===== src/rtl/bird_pkg.sv =====
// Shared widths and arbiter state encoding for the bird memory subsystem.
package bird_pkg;
   localparam int BIRD_AW = 12;
   localparam int BIRD_DW = 16;

   typedef enum logic {S_CPU, S_DMA} arb_state_t;
endpackage


===== src/rtl/bird_mem_arbiter.sv =====
// CPU/DMA arbiter for the single-port async-read RAM; registered owner, combinational mux.
// Latency: idle-CPU DMA request granted next cycle. Backpressure: cpu_stall holds the CPU, dma_req waits for dma_gnt.
// Optional BIRD_ARB_FAIR_EN bounds DMA starvation via a wait counter.
module bird_mem_arbiter
   import bird_pkg::*;
#(
   parameter int AW        = BIRD_AW,
   parameter int DW        = BIRD_DW,
   parameter int BURST_LEN = 4,
   parameter int MAX_WAIT  = 8
) (
   input  logic          clk,
   input  logic          rst,
   input  logic          cpu_req,
   input  logic          cpu_we,
   input  logic [AW-1:0] cpu_addr,
   input  logic [DW-1:0] cpu_wdata,
   output logic [DW-1:0] cpu_rdata,
   output logic          cpu_stall,
   input  logic          dma_req,
   input  logic          dma_we,
   input  logic [AW-1:0] dma_addr,
   input  logic [DW-1:0] dma_wdata,
   output logic [DW-1:0] dma_rdata,
   output logic          dma_gnt,
   output logic [AW-1:0] mem_addr,
   output logic [DW-1:0] mem_wdata,
   output logic          mem_we,
   input  logic [DW-1:0] mem_rdata
);
   localparam int CNT_MAX = (BURST_LEN > MAX_WAIT) ? BURST_LEN : MAX_WAIT;
   localparam int CW      = $clog2(CNT_MAX + 1);
   localparam logic [CW-1:0] BURST_LAST = CW'(BURST_LEN - 1);

   arb_state_t    state, state_nxt;
   logic [CW-1:0] burst_cnt, burst_cnt_nxt;
   logic          starve;

`ifdef BIRD_ARB_FAIR_EN
   localparam logic [CW-1:0] WAIT_LAST = CW'(MAX_WAIT - 1);
   logic [CW-1:0] wait_cnt, wait_cnt_nxt;
   assign starve = (wait_cnt == WAIT_LAST);
`else
   assign starve = 1'b0;
`endif

   assign cpu_rdata = mem_rdata;
   assign dma_rdata = mem_rdata;

   // Owner mux; reset forces the bus quiet regardless of requests.
   always_comb begin
      mem_addr  = cpu_addr;
      mem_wdata = cpu_wdata;
      mem_we    = cpu_we & cpu_req;
      dma_gnt   = 1'b0;
      cpu_stall = 1'b0;
      if (state == S_DMA) begin
         mem_addr  = dma_addr;
         mem_wdata = dma_wdata;
         mem_we    = dma_we & dma_req;
         dma_gnt   = dma_req;
         cpu_stall = cpu_req;
      end
      if (rst) begin
         mem_we    = 1'b0;
         dma_gnt   = 1'b0;
         cpu_stall = 1'b0;
      end
   end

   always_comb begin
      state_nxt     = state;
      burst_cnt_nxt = burst_cnt;
`ifdef BIRD_ARB_FAIR_EN
      wait_cnt_nxt  = wait_cnt;
`endif
      case (state)
         S_CPU: begin
            if (dma_req && (!cpu_req || starve)) begin
               state_nxt     = S_DMA;
               burst_cnt_nxt = '0;
`ifdef BIRD_ARB_FAIR_EN
               wait_cnt_nxt  = '0;
            end else if (!dma_req) begin
               wait_cnt_nxt = '0;
            end else if (cpu_req && wait_cnt != WAIT_LAST) begin
               wait_cnt_nxt = wait_cnt + CW'(1);
`endif
            end
         end
         S_DMA: begin
            // Burst length is only enforced while the CPU is waiting.
            if (!dma_req || (cpu_req && burst_cnt == BURST_LAST)) begin
               state_nxt     = S_CPU;
               burst_cnt_nxt = '0;
            end else if (burst_cnt != BURST_LAST) begin
               burst_cnt_nxt = burst_cnt + CW'(1);
            end
         end
         default: state_nxt = S_CPU;
      endcase
   end

   always_ff @(posedge clk or posedge rst) begin
      if (rst) begin
         state     <= S_CPU;
         burst_cnt <= '0;
`ifdef BIRD_ARB_FAIR_EN
         wait_cnt  <= '0;
`endif
      end else begin
         state     <= state_nxt;
         burst_cnt <= burst_cnt_nxt;
`ifdef BIRD_ARB_FAIR_EN
         wait_cnt  <= wait_cnt_nxt;
`endif
      end
   end
endmodule

===== config.mk =====
export PLATFORM = sky130hd
export DESIGN_NAME = bird_mem_arbiter
export DESIGN_NICKNAME = d
export VERILOG_FILES = /design/src/rtl/bird_pkg.sv /design/src/rtl/bird_mem_arbiter.sv
export SDC_FILE = /design/constraint.sdc
export NUM_CORES = 1
export LEC_CHECK = 0
export CAP_MARGIN = 20
export CORE_MARGIN = 8
export CORE_UTILIZATION = 22
export DETAILED_ROUTE_END_ITERATION = 8
export HOLD_SLACK_MARGIN = 0.1
export PLACE_DENSITY = 0.89
export SYNTH_ARGS = -nofsm -noshare
export SYNTH_HDL_FRONTEND = slang
export SYNTH_SLANG_ARGS = --single-unit
export TNS_END_PERCENT = 1

===== constraint.sdc =====
create_clock -name clk -period 2.2 [get_ports clk]
set_clock_uncertainty 0.2 [all_clocks]
set_input_delay 0.44 -clock clk [delete_from_list [all_inputs] [get_ports clk]]
set_output_delay 0.44 -clock clk [all_outputs]
set_load 0.03 [all_outputs]

==> metrics.txt <==
post-synthesis cell area 882 sq um; Area contributors post-synth mux2_2 36%, buf_4 27%, dfrtp_1 14%; met1 GRT Util 0.0927; Seq/Total Area, Yosys 0.142; Worst R2R End burst_cnt[1]; Initial Utilization 0.224; CTS tree built; critical path endpoint category primary output; layout cells sized above 1 0.431; drt first pass iters 4; Synth Net Count 174; Setup WS pre-CTS around 100 ps; Core Region 3940 sq um; FF+latch area 125 sq um; met3 Use GR 0.0418; vias 900; max-cap check violation count 0; cts bufs inserted 3; clk slew on worst S/H paths 30 ps; drt drc 0; Final ANT Viol Nets 0; Synth area leader mux2_2; largest net degree at the start of global routing 20; count of final max-slew check failures 0; vias in the first global route ~1100; pwr dens around 410 nW/um^2; Clock Sinks 5; die extent in y a little under 80 um; Max Root-Sink Buffers 2; Mapped Avg Cell Area 9.29 sq um; total setup buffers inserted after CTS 0; post-synthesis sequential element count 5; Peak Freq 480 MHz; VDD IR max 0.000154 V; Via density 4.29; Lkg Pwr 0.693 nW; post-synth top area share 0.357; GR Layer Usage met2 0.187; Syn Inst Count between 90 and 100; gpl congestion ~0.8; outcome finished clean; Layout area overhead 84.0%; Worst EP required 1560 ps; reg2reg start burst_cnt[0]; fin crit period 2080 ps; Diodes inserted 0; # hold bufs at CTS 0; Hold Path End burst_cnt[2]; hold_sp burst_cnt[2]; H-tree levels 1; worst-path fanout max 2; Die Width 79.3 um; Die Area 6290 sq um; footprint of the multi-input gates 485 sq um; wire per inst 15.8 um; # resized after CTS 0; Layout Nets 240; Hold Crit Class reg2reg; GRT Overall Usage 0.0994; Setup crit start cpu_req; initial antenna violation count 0; final hold violation count 0; TNS Setup 0 ps; Most Crowded Layer GR met2; IO Port Bufs 92; RSZ-0062 raised after global routing false; WL final 3330 um; first-pass GRT wire length 5100 um; Setup WS post-layout 117 ps; kind of critical path in2out; max_slew headroom 0.765; worst reg-to-reg path cell count 4; synth unique cells 22; GRT Residual Overflow 0; row count 23; # setup viols final 0; Worst EP arrival between 1000 and 1500 ps; drt initial violations 66; I/O pin count 141; root buf cell clkbuf_8; Detail Placement HPWL 2900 um; hold depth 1; period utilization 0.947; Reg2Reg Setup Slack 400 ps; yosys warns 0; Least-Margin Pin Slew between 300 and 400 ps; Clock Latency Late Sink 220 ps; filler instances 390; crit path launch type input pin
==> report_power, final <==
group	switching [W]	total (W)	internal, W
Clock	0.0000445	0.000169	0.000124
Combinational	0.000173	0.000387	0.000214
Sequential	0.00000624	0.000105	0.0000983
==> metal layers <==
layer | vias to the layer above | share of wire
met5 | - | 0
met4 | 0 | 0.015
met3 | 14 | 0.099
met2 | 42 | 0.57
met1 | 414 | 0.32
li1 | 430 | -
==> registers in the layout (all words and copies together) (netlist names) <==
signal     flops
burst_cnt      4
state          1
==> cells in the final DEF, fill, tap and decap left out <==
cell type,n
mux2_2,28
clkbuf_8,3
buf_4,35
xor2_1,1
and4_4,1
clkdlybuf4s50_1,61
nand2_1,1
nor2b_1,1
dfrtp_1,5
nor2_1,1
a21oi_1,3
o21ai_0,1
nor4b_1,2
ha_1,1
or3b_4,1
nand3_1,2
nor3b_1,1
a32o_1,1
inv_1,3
a211o_1,2
nand3b_1,2
o2bb2ai_1,1
clkbuf_1,1
buf_12,1
and3_1,1
==> synthesized netlist by cell type (all sizes together) <==
master / instances
buf: 36
mux2: 28
dfrtp: 5
a21oi: 3
inv: 3
a211o: 2
nand3: 2
nand3b: 2
nor4b: 2
a32o: 1
and3: 1
and4: 1
ha: 1
nand2: 1
nor2: 1
nor2b: 1
nor3b: 1
o21ai: 1
o2bb2ai: 1
or3b: 1
xor2: 1
==> worst max-delay path, cell delays in order <==
cell and delay, ps:
clkdlybuf4s50_1 500, nand3b_1 80, a21oi_1 250, buf_12 160
==> worst max-delay path by stage <==
stage / end
3_5_place_dp: mem_we
2_1_floorplan: mem_we
4_1_cts: mem_we
3_3_place_gp: mem_we
6_report: mem_we
5_1_grt: mem_we
==> layout make-up <==
| type | count | share of cell area |
|---|---|---|
| repair buffers | 97 | 0.551 |
| multi-input cells | 51 | 0.299 |
| flip-flops and latches | 5 | 0.0771 |
| well taps | 50 | 0.0386 |
| clock buffers | 4 | 0.0278 |
| inverters | 3 | 0.00694 |
==> metrics by stage <==
| stage | power [W] | hold slack (ps) | cell area (sq um) | utilization | instances |
|---|---|---|---|---|---|
| detailed placement | 0.000496 | 329 | 1580 | 0.400 | 206 |
| global route | 0.000695 | 378 | 1620 | 0.412 | 210 |
| CTS | 0.000668 | 362 | 1620 | 0.412 | 210 |
| floorplan | 0.000403 | 24.1 | 882 | - | 95 |
| global placement | 0.000492 | 328 | 1580 | 0.400 | 206 |
| finish | 0.000660 | 356 | 1620 | 0.412 | 210 |
==> cell families after synthesis <==
family                   count (synthesis)  share of synthesized area
adder cells (fa/ha/maj)                  1                     0.0142
buffers and inverters                   39                      0.308
AO/OA/AOI/OAI                            8                     0.0638
XOR/XNOR                                 1                    0.00993
AND/OR/NAND/NOR                         13                      0.105
multiplexers                            28                      0.357
flip-flops                               5                      0.142
Note: power is estimated with default switching activity, not from simulation.
